===== src/rtl/front_group_ctrl.sv =====
// Operand grouping front end: collects up to GROUP_N operands and presents them as one group.
// Optional macro FRONT_GROUP_TIMEOUT_EN flushes a partial group after TIMEOUT_CYC idle cycles.
module front_group_ctrl #(
    parameter int unsigned GROUP_N     = 4,
    parameter int unsigned CNT_W       = $clog2(GROUP_N + 1),
    parameter int unsigned TIMEOUT_CYC = 16
) (
    input  logic             I_clk,
    input  logic             I_rst,
    input  logic             I_op_rdy,
    input  logic             I_op_last,
    input  logic             I_grp_ack,
    output logic             O_op_acc,
    output logic             O_grp_vld,
    output logic [CNT_W-1:0] O_grp_size,
    output logic             O_grp_last,
    output logic [CNT_W-1:0] O_fill_cnt
);

    typedef enum logic [1:0] {
        ST_IDLE,
        ST_FILL,
        ST_EMIT
    } state_t;

    localparam logic [CNT_W-1:0] GROUP_MAX = CNT_W'(GROUP_N);

    state_t           state;
    logic             accept;
    logic [CNT_W-1:0] cnt_inc;
    logic             idle_expire;

    assign O_op_acc = (state != ST_EMIT) && !I_rst;
    assign accept   = I_op_rdy && O_op_acc;
    assign cnt_inc  = O_fill_cnt + CNT_W'(1);

`ifdef FRONT_GROUP_TIMEOUT_EN
    localparam int unsigned IDLE_W = 8;
    localparam logic [IDLE_W-1:0] IDLE_LIM = IDLE_W'(TIMEOUT_CYC - 1);

    logic [IDLE_W-1:0] idle_cnt;

    // Consecutive FILL cycles without an accepted operand
    always_ff @(posedge I_clk) begin
        if (I_rst || accept || state != ST_FILL) begin
            idle_cnt <= '0;
        end else begin
            idle_cnt <= idle_cnt + IDLE_W'(1);
        end
    end

    assign idle_expire = (idle_cnt == IDLE_LIM);
`else
    assign idle_expire = 1'b0;
`endif

    // Grouping state machine with registered group outputs
    always_ff @(posedge I_clk) begin
        if (I_rst) begin
            state      <= ST_IDLE;
            O_grp_vld  <= 1'b0;
            O_grp_size <= '0;
            O_grp_last <= 1'b0;
            O_fill_cnt <= '0;
        end else begin
            case (state)
                ST_IDLE, ST_FILL: begin
                    if (accept) begin
                        O_fill_cnt <= cnt_inc;
                        if (cnt_inc == GROUP_MAX || I_op_last) begin
                            state      <= ST_EMIT;
                            O_grp_vld  <= 1'b1;
                            O_grp_size <= cnt_inc;
                            O_grp_last <= I_op_last;
                        end else begin
                            state <= ST_FILL;
                        end
                    end else if (state == ST_FILL && I_op_last) begin
                        state      <= ST_EMIT;
                        O_grp_vld  <= 1'b1;
                        O_grp_size <= O_fill_cnt;
                        O_grp_last <= 1'b1;
                    end else if (state == ST_FILL && idle_expire) begin
                        state      <= ST_EMIT;
                        O_grp_vld  <= 1'b1;
                        O_grp_size <= O_fill_cnt;
                        O_grp_last <= 1'b0;
                    end
                end
                ST_EMIT: begin
                    if (I_grp_ack) begin
                        state      <= ST_IDLE;
                        O_grp_vld  <= 1'b0;
                        O_grp_size <= '0;
                        O_grp_last <= 1'b0;
                        O_fill_cnt <= '0;
                    end
                end
                default: begin
                    state      <= ST_IDLE;
                    O_grp_vld  <= 1'b0;
                    O_grp_size <= '0;
                    O_grp_last <= 1'b0;
                    O_fill_cnt <= '0;
                end
            endcase
        end
    end

endmodule


===== config.mk =====
export PLATFORM = sky130hd
export DESIGN_NAME = front_group_ctrl
export DESIGN_NICKNAME = d
export VERILOG_FILES = /design/src/rtl/front_group_ctrl.sv
export SDC_FILE = /design/constraint.sdc
export NUM_CORES = 1
export LEC_CHECK = 0
export CAP_MARGIN = 20
export CORE_AREA = 3 3 40 42
export CTS_BUF_LIST = sky130_fd_sc_hd__clkbuf_4 sky130_fd_sc_hd__clkbuf_8
export DETAILED_ROUTE_END_ITERATION = 10
export DIE_AREA = 0 0 43 45
export PLACE_DENSITY = 0.73
export SLEW_MARGIN = 20
export SYNTH_ARGS = -nofsm -noshare
export SYNTH_HDL_FRONTEND = slang
export SYNTH_SLANG_ARGS = --single-unit

===== constraint.sdc =====
create_clock -name I_clk -period 1.8 [get_ports I_clk]
set_clock_uncertainty 0.15 [all_clocks]
set_input_delay 0.45 -clock I_clk [delete_from_list [all_inputs] [get_ports I_clk]]
set_output_delay 0.45 -clock I_clk [all_outputs]
set_load 0.01 [all_outputs]

Word-level counts from Yosys, hierarchy flattened --
Cells that the tools add are included.
Operators by class: add/sub/neg operators 1, multipliers 0, div/mod/pow operators 0, order comparisons 0, equal/unequal tests 8, shift operators 0, multiplexer cells 20, bitwise gates (word level) 0, reduce and logical (&&, ||, !) cells 10
Operators with widths (count):
- $mux 3 | 5
- $pmux 3 s2 | 2
- $mux 2 | 4
- $mux 1 | 6
- $ne 2x2->1 const B | 3
- $ne 3x3->1 const B | 2
- $pmux 1 s2 | 2
- $pmux 2 s2 | 1
- $reduce_and 2->1 | 2
- $add 3x1->3 const B | 1
- $eq 3x3->1 const B | 1
- $logic_and 1x1->1 | 3
- $reduce_and 3->1 | 1
- $eq 2x1->1 const B | 1
- $eq 2x2->1 const B | 1
- $logic_not 2->1 | 1
- $reduce_or 2->1 | 1
- $logic_not 1->1 | 1
- $logic_or 1x1->1 | 1
Storage, ports and cells: bits in registers 10, latch bits 0, memory bits (writable) 0, bits in read-only memories 0, bits of input ports 5, output and inout bits 9, logic and storage cells 44, memories kept 0

Longest topological paths before layout --
Gate-level depths: netlist of the first run.
word-level depth 6, depth in mapped cells 6, depth with buffers taken out 6

Worst setup path before layout of the first run --
Ideal clock, no wire load.
path kind register to register, start register O_fill_cnt[0], end register O_grp_size[0], data arrival time 1309 ps, required time 1558 ps, path slack 249 ps, stages on the path, launching flop included 7, path buffers 0, cell sequence dfxtp_1 > ha_1 > ha_1 > nor2_1 > nand3_1 > o211a_1 > o32ai_1
Between the ends: cells in the longest elaborated chain, start to end 5
Ends and longest elaborated chain:
- from (decl) | RTL line 17 | output logic [CNT_W-1:0] O_fill_cnt
- from (signal assigned) | RTL line 69 | O_fill_cnt <= cnt_inc;
- $add 3x1->3 | RTL line 35 | assign cnt_inc = O_fill_cnt + CNT_W'(1);
- $eq 3x3->1 | RTL line 70 | if (cnt_inc == GROUP_MAX || I_op_last) begin
- $logic_or 1x1->1 | RTL line 70
- $ne 3x3->1 (no source line)
- $reduce_and 3->1 (no source line)
- to (signal assigned) | RTL line 73 | O_grp_size <= cnt_inc;
- to (signal assigned) | RTL line 81 | O_grp_size <= O_fill_cnt;
- to (signal assigned) | RTL line 86 | O_grp_size <= O_fill_cnt;
- to (decl) | RTL line 15 | output logic [CNT_W-1:0] O_grp_size,
Parallel ways exist; a longest one is shown, timed or not. The select of a mux whose other input is x is not followed. A chain may end at the register's enable or synchronous reset.

Final worst setup path of the first run --
start register O_grp_last, end output port O_grp_last
RTL lines:
- from (decl) | RTL line 16 | output logic O_grp_last,
- from (signal assigned) | RTL line 74 | O_grp_last <= I_op_last;
No word-level cell between the ends.

==> key figures, run 1 <==
Finish
  – Final standard cell count with taps included and fillers excluded: 99
  – Number of nets in the layout: 92
  – Antenna diode count: 0
  – Post-synthesis to final-layout area growth: 45.61%
  – # fillers: 121
  – Share of layout cells above drive strength 1: 19.05%

STA
  – Final hold slack: ~0.31 ns
  – Total of endpoints with negative setup slack in the final report: 0
  – Post-route clock period utilization: a little over nine tenths
  – RSZ-0062 raised after global routing: false
  – Tightest slew margin relative to the limit: between 80% and 90%
  – Final Hold Fails: 0
  – Count of final max-slew check failures: 0
  – Minimum clock period after layout: 1.760 ns
  – Measured slew at the worst slew-check pin: 0.2358 ns
  – Timing-limited maximum frequency: approximately 570 MHz

Clock network
  – Clock Tree Buf Depth: 2
  – TritonCTS buffer count: 3
  – Buffer type at the clock tree root: sky130_fd_sc_hd__clkbuf_4
  – Number of sinks on the clock net: 10
  – H-tree depth: 1
  – Clock transition at the register clock pins on the worst setup and hold paths after CTS: about 0.070 ns
  – Clk Latency, worst-skew pair: 0.26 ns
  – CTS tree: built

Logic synthesis
  – Post-synthesis cell area: 513.0 µm²
  – Post-synthesis cell type count: 23
  – Count of state elements after synthesis: 10
  – Total number of yosys warnings: 0
  – Synth Net Count: 67
  – Sequential fraction of the synthesis area: 39.02%
  – Synthesized area per cell: between 8 and 9 µm²
  – Count of mapped cells out of synthesis: 60

Setup path
  – Maximum cell stage delay along the critical path: between 0.5 and 0.6 ns
  – Critical path startpoint category: register
  – Cell with the largest stage delay on the worst path: sky130_fd_sc_hd__clkdlybuf4s50_1
  – Data arrival time of the critical path: roughly 1.2 ns
  – Data required, critical path: 1.20 ns
  – Type of the setup path with the least slack: reg2out
  – Buffers plus inverters on the worst setup path: 1
  – Cell-by-cell trace of the critical path: clkdlybuf4s50_1
  – Critical path fanouts, max: 3
  – Largest delay contributor family on the critical path: buffers and inverters
  – Worst Setup End Kind: output pin

Power and ir drop
  – Leakage component of the power: 0.3588 nW
  – PD cells: between 700 and 800 mW/mm²
  – Highest ir drop seen on vdd: 0.3502 mV

Route
  – Detailed-routed wire length on met3: between 40 and 50 µm
  – Met1 wire length: around 570 µm
  – Total met2 wirelength after detailed routing: 584 µm
  – Highest signal layer in the routed design: met3
  – Post-route ant nets: 0
  – Via count: between 500 and 600
  – Total DRC errors in the routed layout: 0
  – Length of the first detailed-routing pass in iterations: 4
  – Starting DRT DRC Count: 12
  – Total wirelength of the detailed-routed design: 1.190 mm
  – Post-detailed-route wirelength per cell: 12.02 µm
  – Vias per std cell: 5.212

Die
  – I/O pin count: 14
  – Core outline area: 0.001285 mm²
  – DIE WIDTH: roughly 43 µm
  – Die extent in y: around 45 µm
  – Number of placement rows: 13
  – Die outline area: 0.001935 mm²
  – Effective utilization at floorplan: 39.92%

Global routing
  – Aggregate global-route resource usage: 13.24%
  – Number of global-route vias before repair: 480
  – Grt ovf: 0
  – Wire length of the first global-routing pass: 1.952 mm
  – Maximum number of pins on one net before global-route repair: 11
  – Initial antenna violation count: 0

Run status
  – Outcome: finished, final reports clean

Placed design
  – IO Port Bufs: 13
  – Global placer's final weighted congestion: 0.7716
  – Dpl hpwl: 953.9 µm
  – Cells after DPL: 95

Job
  – Max-cap violations: 0

Worst hold path
  – Tightest Hold Check Type: reg2reg
[area by class of cell]
| cell class | instances | area, µm² | area share (%) |
|---|---|---|---|
| sequential | 10 | 201.4 | 26.97 |
| inverter | 7 | 26.28 | 3.518 |
| multi-input combinational | 41 | 267.8 | 35.85 |
| clock buffer | 4 | 36.28 | 4.858 |
| tap | 15 | 18.77 | 2.513 |
| timing repair buffer | 22 | 196.4 | 26.30 |
[repair_timing]
action,CTS,global route
hold buffers,0,0
pin swaps,0,0
buffers inserted,0,0
endpoints found under the setup margin,4,2
resized for setup,5,2
[flip-flops by register name (all words and copies together), names as in the netlist]
| signal | cells |
|---|---|
| state | 2 |
| O_grp_vld | 1 |
| O_fill_cnt | 3 |
| O_grp_last | 1 |
| O_grp_size | 3 |
[path summary, 6_finish.rpt]
check                             startpoint                          to  slack (ns)  cells after the start
setup / recovery     O_grp_last$_SDFFE_PP0P_                  O_grp_last        0.04                      1
hold / removal        O_grp_vld$_SDFFE_PP0P_      O_grp_vld$_SDFFE_PP0P_        0.31                      2
setup reg to reg  O_fill_cnt[0]$_SDFFE_PP0P_  O_grp_size[2]$_SDFFE_PP0P_        0.13                      6
hold reg to reg       O_grp_vld$_SDFFE_PP0P_      O_grp_vld$_SDFFE_PP0P_        0.31                      2
[synth_stat cells (all sizes together)]
cell / count / share of area, %
dfxtp: 10 / 39
nand2b: 2 / 2.4
mux2i: 1 / 2.0
nor3b: 1 / 2.4
nor2: 7 / 5.6
and2b: 1 / 1.5
inv: 7 / 5.1
nand2: 5 / 3.7
o211a: 2 / 3.9
xor2: 1 / 1.7
nand3: 2 / 2.0
a2bb2oi: 1 / 1.7
nand3b: 1 / 1.5
buf: 2 / 3.7
xnor2: 1 / 1.7
o32ai: 3 / 5.1
o21ai: 7 / 6.8
a21oi: 2 / 2.0
ha: 2 / 4.9
a32o: 1 / 2.0
a22oi: 1 / 1.5
[per-layer routing]
layer / vias up / GRT usage, %
met1: 245 / 16.63
met2: 13 / 21.56
met5: - / 0
met4: 0 / 7.229
met3: 0 / 2.390
li1: 258 / -
[power breakdown]
group | internal, mW | leakage (nW) | total (mW) | switching, mW
clock | 0.123 | 0.0210 | 0.204 | 0.0813
combinational | 0.0669 | 0.256 | 0.124 | 0.0573
sequential | 0.236 | 0.0820 | 0.248 | 0.0119
[cells in the final DEF, fill, tap and decap left out, types with 2 or more instances in the layout]
cell type	netlist	routed
sky130_fd_sc_hd__dfxtp_1	10	9
sky130_fd_sc_hd__inv_1	7	7
sky130_fd_sc_hd__nor2_1	6	6
sky130_fd_sc_hd__o21ai_0	7	7
sky130_fd_sc_hd__ha_1	2	2
sky130_fd_sc_hd__o32ai_1	3	3
sky130_fd_sc_hd__o211a_1	2	2
sky130_fd_sc_hd__nand2b_1	2	2
sky130_fd_sc_hd__dlygate4sd2_1	0	3
sky130_fd_sc_hd__clkdlybuf4s50_1	0	8
sky130_fd_sc_hd__a21oi_1	2	2
sky130_fd_sc_hd__nand2_1	5	5
sky130_fd_sc_hd__clkbuf_4	0	3
sky130_fd_sc_hd__nand3_1	2	2
sky130_fd_sc_hd__buf_4	1	9
[worst register-to-register path, stage by stage (launching register included)]
cell	delay (ns)
sky130_fd_sc_hd__dfxtp_2	0.35
sky130_fd_sc_hd__ha_1	0.20
sky130_fd_sc_hd__ha_1	0.17
sky130_fd_sc_hd__nor2_1	0.15
sky130_fd_sc_hd__nand3_1	0.14
sky130_fd_sc_hd__o211a_1	0.20
sky130_fd_sc_hd__o32ai_1	0.22
[stage by stage]
step	util [%]	setup slack [ns]	total power [mW]	setup TNS [ns]	cell area [µm²]
finish	58.13	0.04035	0.5759	0	747.0
global placement	55.31	-0.3459	0.3766	-1.742	710.7
floorplan	-	0.2490	0.3181	0	513.0
detailed placement	55.31	-0.3468	0.3816	-1.817	710.7
global route	58.13	0.004523	0.6026	0	747.0
CTS	57.84	0.008002	0.5811	0	743.2
[cell families (layout without fill, tap and decap cells)]
| logic type | Yosys count | after routing | synth area share (%) |
|---|---|---|---|
| and+or+nand+nor | 19 | 19 | 19.03 |
| AOI/OAI and AO/OA | 17 | 17 | 22.93 |
| DFF | 10 | 10 | 39.02 |
| buffers and inverters | 9 | 33 | 8.782 |
| adders and majority gates | 2 | 2 | 4.877 |
| xor gates and xnor gates | 2 | 2 | 3.415 |
| muxes | 1 | 1 | 1.951 |
Note: power is estimated with default switching activity, not from simulation.
==> inputs of run 2 (changes only) <==
GPL_TIMING_DRIVEN = 0   (was not set)
==> run 2 against run 1 <==
Against the previous run:
- first-iteration DRC count rose by 58%
- register-to-register slack improved by 0.03 ns
- clock-buffer cell count unchanged
- global-route usage down 1.4 points
- sequential cell count unchanged
- die area unchanged
- via count decreased by 9.7%
- non-clock buffer count shrank 7
==> key figures, run 2 (synthesis gave the netlist of run 1 again) <==
Run status
  – Outcome: finished, final reports clean

Route
  – Post-route ant nets: 0
  – Via count: 466
  – Vias per std cell: around 5.1
  – Length of the first detailed-routing pass in iterations: 4
  – Starting DRT DRC Count: 19
  – Total DRC errors in the routed layout: 0
  – Total wirelength of the detailed-routed design: 1.056 mm
  – Post-detailed-route wirelength per cell: approximately 11 µm

STA
  – Total of endpoints with negative setup slack in the final report: 0
  – Worst-case setup margin in the final layout: roughly 0.05 ns
  – Post-route clock period utilization: 97.22%
  – Tightest slew margin relative to the limit: roughly 80%
  – Count of final max-slew check failures: 0
  – Final hold slack: 0.3108 ns
  – Minimum clock period after layout: approximately 1.7 ns
  – Timing-limited maximum frequency: 571.4 MHz
  – Measured slew at the worst slew-check pin: 0.2811 ns
  – Final Hold Fails: 0
  – RSZ-0062 raised after global routing: false

Setup path
  – Worst-case register-to-register setup slack: 0.16 ns
  – Data required, critical path: 1.20 ns
  – Register-to-Register Path Depth: 6
  – Cell-by-cell trace of the critical path: clkdlybuf4s50_1
  – Cell with the largest stage delay on the worst path: sky130_fd_sc_hd__clkdlybuf4s50_1
  – Crit Reg-Reg Startpoint: O_fill_cnt[0]$_SDFFE_PP0P_
  – Worst Setup End Kind: output pin
  – Destination of the worst register-to-register timing path: O_grp_size[2]$_SDFFE_PP0P_
  – Critical path startpoint category: register
  – Maximum cell stage delay along the critical path: 0.54 ns
  – Buffers plus inverters on the worst setup path: 1
  – Data arrival time of the critical path: 1.15 ns
  – Largest delay contributor family on the critical path: buffers and inverters
  – Critical path fanouts, max: 3
  – Type of the setup path with the least slack: reg2out

Power and ir drop
  – Share of power burned in combinational logic: 19.7%
  – Switching share of power: 25.14%
  – Clock Power Share: 35.5%
  – Cell internal power dissipation: 0.4169 mW
  – Share of total power in sequential cells: around 45%
  – Power dissipated by switching net loads: 0.1400 mW
  – Highest ir drop seen on vdd: 0.4342 mV
  – Leakage component of the power: approximately 0.35 nW
  – PD cells: approximately 790 mW/mm²

Die
  – Die outline area: slightly below 0.002 mm²
  – I/O pin count: 14
  – DIE WIDTH: 43 µm
  – Effective utilization at floorplan: 39.92%
  – Die extent in y: 45 µm
  – Number of placement rows: 13
  – Core outline area: between 0.001 and 0.0015 mm²

Worst hold path
  – Hold path cells: 2
  – Beginning of the worst hold path: O_grp_vld$_SDFFE_PP0P_
  – Tightest Hold Check Type: reg2reg
  – Capture endpoint of the worst hold path: O_grp_vld$_SDFFE_PP0P_

Finish
  – Top library cells by usage in the layout, fill and taps aside: 9 x sky130_fd_sc_hd__dfxtp_1, 7 x sky130_fd_sc_hd__inv_1, 7 x sky130_fd_sc_hd__o21ai_0, 7 x sky130_fd_sc_hd__clkdlybuf4s50_1, 6 x sky130_fd_sc_hd__nor2_1
  – Cell area after layout: 701.9 µm²
  – Number of nets in the layout: 85
  – Share of layout cells above drive strength 1: roughly 14%
  – Post-synthesis to final-layout area growth: 36.83%
  – Biggest regs: O_fill_cnt (3), O_grp_size (3), state (2)
  – Final standard cell count with taps included and fillers excluded: a little over 90
  – Antenna diode count: 0
  – Most frequent standard cell in the layout excluding fill and tap cells: sky130_fd_sc_hd__dfxtp_1

Global routing
  – Aggregate global-route resource usage: a little under an eighth
  – Number of global-route vias before repair: 394
  – Wire length of the first global-routing pass: 1.656 mm
  – Grt ovf: 0
  – Maximum number of pins on one net before global-route repair: 11
  – Initial antenna violation count: 0

Clock network
  – H-tree depth: 1
  – TritonCTS buffer count: 3
  – Number of sinks on the clock net: 10
  – Clock transition at the register clock pins on the worst setup and hold paths after CTS: 0.06 ns
  – Clock Tree Buf Depth: 2
  – Buffer type at the clock tree root: sky130_fd_sc_hd__clkbuf_4
  – CTS tree: built
  – Clk Latency, worst-skew pair: 0.26 ns

Placed design
  – Cells after DPL: 87
  – Placed Area: 651.9 µm²
  – Post-placement setup slack: -0.4760 ns
  – IO Port Bufs: 12
  – Global placer's final weighted congestion: 0.7120
  – Dpl hpwl: between 700 and 800 µm

Job
  – Max-cap violations: 0
[run 2: changes by cell type in the layout (fill, tap and decap cells not counted)]
cell | before | now
sky130_fd_sc_hd__buf_2 | 0 | 1
sky130_fd_sc_hd__buf_4 | 9 | 1
sky130_fd_sc_hd__buf_6 | 0 | 2
sky130_fd_sc_hd__clkdlybuf4s15_1 | 1 | 0
sky130_fd_sc_hd__clkdlybuf4s50_1 | 8 | 7
sky130_fd_sc_hd__dlygate4sd2_1 | 3 | 1
sky130_fd_sc_hd__dlymetal6s2s_1 | 1 | 3
[run 2: through the flow]
stage / setup TNS, ns / total power, mW / util (%)
floorplan: 0 / 0.3181 / -
global placement: -0.9584 / 0.3623 / 50.73
detailed placement: -1.028 / 0.3648 / 50.73
CTS: 0 / 0.5653 / 54.04
global route: 0 / 0.5912 / 54.63
finish: 0 / 0.5569 / 54.63
[run 2: layout make-up]
| cell class | count | area [µm²] |
|---|---|---|
| fillers | 128 | 583.1 |
| multi-input cells | 41 | 267.8 |
| flip-flops and latches | 10 | 201.4 |
| repair buffers | 13 | 128.9 |
| clock buffers | 4 | 36.28 |
| inverters | 7 | 26.28 |
| plain buffers | 2 | 22.52 |
| well taps | 15 | 18.77 |
[run 2: routing by layer]
layer | global-route usage [%] | wire [µm]
met2 | 16.77 | 476
met1 | 16.14 | 517
met4 | 5.422 | 0
met5 | 0 | 0
met3 | 3.984 | 62
[run 2: power by group through the flow]
| stage | clock (mW) | sequential (mW) | combinational (mW) |
|---|---|---|---|
| floorplan | 0 | 0.258 | 0.0604 |
| global placement | 0 | 0.254 | 0.109 |
| detailed placement | 0 | 0.254 | 0.110 |
| CTS | 0.204 | 0.250 | 0.112 |
| global route | 0.219 | 0.252 | 0.120 |
| finish | 0.198 | 0.250 | 0.109 |
[run 2: what timing repair did]
action	CTS	global route
pin swaps	1	0
endpoints found under the setup margin	2	3
gates resized for setup	7	3
hold buffers	0	0
buffers inserted	1	0
[run 2: worst max-delay path by stage]
stage                                     startpoint                          to  slack, ns  cells after the start
final                        O_grp_last$_SDFFE_PP0P_                  O_grp_last       0.05                      1
after global routing         O_grp_last$_SDFFE_PP0P_                  O_grp_last      0.003                      1
after floorplan           O_fill_cnt[0]$_SDFFE_PP0P_  O_grp_size[0]$_SDFFE_PP0P_       0.25                      6
after detailed placement                       I_rst                    O_op_acc      -0.48                      4
after CTS                 O_fill_cnt[0]$_SDFFE_PP0P_               O_fill_cnt[0]      0.001                      1
after global placement                         I_rst                    O_op_acc      -0.48                      4
==> inputs of run 3 (changes only) <==
RECOVER_POWER = 50   (was not set)
==> run 3 against run 2 <==
Against the previous run:
- via count rose by 0.21%
- cell count did not move
- core utilization fell by 0.97 points
- critical endpoint unchanged
- die area did not move
- highest routed layer unchanged
==> key figures, run 3 (synthesis gave the netlist of run 1 again) <==
Run status
  – Outcome: finished, final reports clean

Power and ir drop
  – PD cells: approximately 800 mW/mm²
  – Leakage component of the power: 0.3003 nW
  – Highest ir drop seen on vdd: 0.4331 mV

Global routing
  – Wire length of the first global-routing pass: approximately 1.7 mm
  – Initial antenna violation count: 0
  – Aggregate global-route resource usage: between 10% and 20%
  – Maximum number of pins on one net before global-route repair: 11
  – Number of global-route vias before repair: just under 400
  – Grt ovf: 0

Setup path
  – Destination of the critical timing path: O_grp_last
  – Type of the setup path with the least slack: reg2out
  – Buffers plus inverters on the worst setup path: 1
  – Largest delay contributor family on the critical path: buffers and inverters
  – Critical path fanouts, max: 3
  – Worst-case register-to-register setup slack: 0.16 ns
  – Worst Setup End Kind: output pin
  – Critical path launch point: O_grp_last$_SDFFE_PP0P_
  – Critical path depth in cells: 1
  – Cell-by-cell trace of the critical path: clkdlybuf4s50_1
  – Data required, critical path: 1.20 ns
  – Critical path startpoint category: register
  – Maximum cell stage delay along the critical path: 0.54 ns
  – Cell with the largest stage delay on the worst path: sky130_fd_sc_hd__clkdlybuf4s50_1
  – Register-to-Register Path Depth: 6
  – Data arrival time of the critical path: 1.15 ns
  – Destination of the worst register-to-register timing path: O_grp_size[2]$_SDFFE_PP0P_
  – Crit Reg-Reg Startpoint: O_fill_cnt[0]$_SDFFE_PP0P_

Clock network
  – Clk Latency, worst-skew pair: around 0.26 ns
  – Buffer type at the clock tree root: sky130_fd_sc_hd__clkbuf_4
  – Clock Tree Buf Depth: 2
  – CTS tree: built
  – Number of sinks on the clock net: 10
  – H-tree depth: 1
  – Number of hold buffers added after cts: 0
  – TritonCTS buffer count: 3
  – Clock transition at the register clock pins on the worst setup and hold paths after CTS: 0.06 ns

STA
  – RSZ-0062 raised after global routing: false
  – Final Hold Fails: 0
  – Measured slew at the worst slew-check pin: 0.4732 ns
  – Count of final max-slew check failures: 0
  – Setup total negative slack: 0 ns
  – Timing-limited maximum frequency: 571.4 MHz
  – Tightest slew margin relative to the limit: roughly two thirds
  – Minimum clock period after layout: 1.750 ns
  – Post-route clock period utilization: 97.22%
  – Total of endpoints with negative setup slack in the final report: 0

Finish
  – Most frequent standard cell in the layout excluding fill and tap cells: sky130_fd_sc_hd__dfxtp_1
  – Antenna diode count: 0
  – Top library cells by usage in the layout, fill and taps aside: 9 x sky130_fd_sc_hd__dfxtp_1, 7 x sky130_fd_sc_hd__inv_1, 7 x sky130_fd_sc_hd__o21ai_0, 7 x sky130_fd_sc_hd__clkdlybuf4s50_1, 6 x sky130_fd_sc_hd__nor2_1
  – Post-synthesis to final-layout area growth: 34.39%
  – Cell area after layout: roughly 690 µm²
  – Biggest regs: O_fill_cnt (3), O_grp_size (3), state (2)
  – Share of layout cells above drive strength 1: 12.99%
  – Number of nets in the layout: 85

Worst hold path
  – Beginning of the worst hold path: O_grp_vld$_SDFFE_PP0P_
  – Tightest Hold Check Type: reg2reg

Placed design
  – Dpl hpwl: 767.2 µm
  – Placed Area: ~650 µm²
  – IO Port Bufs: 12
  – Global placer's final weighted congestion: 0.7120

Route
  – Vias per std cell: 5.076
  – Post-detailed-route wirelength per cell: ~11 µm
  – Total DRC errors in the routed layout: 0
  – Total wirelength of the detailed-routed design: around 1.1 mm
  – Starting DRT DRC Count: 19
  – Length of the first detailed-routing pass in iterations: 4
  – Via count: 467
  – Post-route ant nets: 0

Die
  – Core outline area: 0.001285 mm²
  – Effective utilization at floorplan: 39.92%
  – DIE WIDTH: 43 µm
  – Die extent in y: ~45 µm
  – I/O pin count: 14
  – Number of placement rows: 13
  – Die outline area: just under 0.002 mm²

Job
  – Max-cap violations: 0
run 3: stage by stage:
| stage | setup WS (ns) | hold slack (ns) | std cells | util (%) | power (mW) |
|---|---|---|---|---|---|
| 2_1_floorplan | 0.2490 | 0.3302 | 60 | - | 0.3181 |
| 3_5_place_dp | -0.4760 | 0.3087 | 87 | 50.73 | 0.3648 |
| 3_3_place_gp | -0.4766 | 0.2990 | 87 | 50.73 | 0.3623 |
| 5_1_grt | 0.002578 | 0.3360 | 92 | 53.65 | 0.5901 |
| 4_1_cts | 0.001145 | 0.3179 | 92 | 54.04 | 0.5653 |
| 6_report | 0.05003 | 0.3108 | 92 | 53.65 | 0.5557 |
run 3: routing by layer:
metal	part of all wire [%]	wire length (µm)	vias to the layer above	global-route usage [%]
met5	0	0	-	0
met4	0	0	0	5.422
met3	5.9	62	0	3.984
met2	45	476	11	16.77
met1	49	516	212	16.14
li1	-	-	244	-
run 3: power by group:
group          switching (mW)  internal, mW  leakage [nW]
combinational          0.0509        0.0576         0.197
clock                  0.0747         0.123        0.0210
sequential             0.0140         0.236        0.0820
total                   0.139         0.416         0.300
run 3: what timing repair did:
| item | CTS | global route |
|---|---|---|
| setup endpoints to repair | 2 | 3 |
| pin swaps | 1 | 0 |
| setup buffers | 1 | 0 |
| resized for setup | 7 | 3 |
run 3: worst min-delay path by stage:
| stage | cells past startpoint | slack, ns | end |
|---|---|---|---|
| after CTS | 2 | 0.32 | O_grp_vld$_SDFFE_PP0P_ |
| after global placement | 2 | 0.30 | O_grp_vld$_SDFFE_PP0P_ |
| after floorplan | 2 | 0.33 | O_grp_vld$_SDFFE_PP0P_ |
| final | 2 | 0.31 | O_grp_vld$_SDFFE_PP0P_ |
| after global routing | 3 | 0.34 | O_fill_cnt[1]$_SDFFE_PP0P_ |
| after detailed placement | 2 | 0.31 | O_grp_vld$_SDFFE_PP0P_ |
run 3: final cells by class:
class                           instances  area [µm²]
Buffer                                  2       22.52
Multi-Input combinational cell         41       262.8
Sequential cell                        10       201.4
Fill cell                             131       595.6
Inverter                                7       26.28
Clock buffer                            4       36.28
Tap cell                               15       18.77
Timing Repair Buffer                   13       121.4
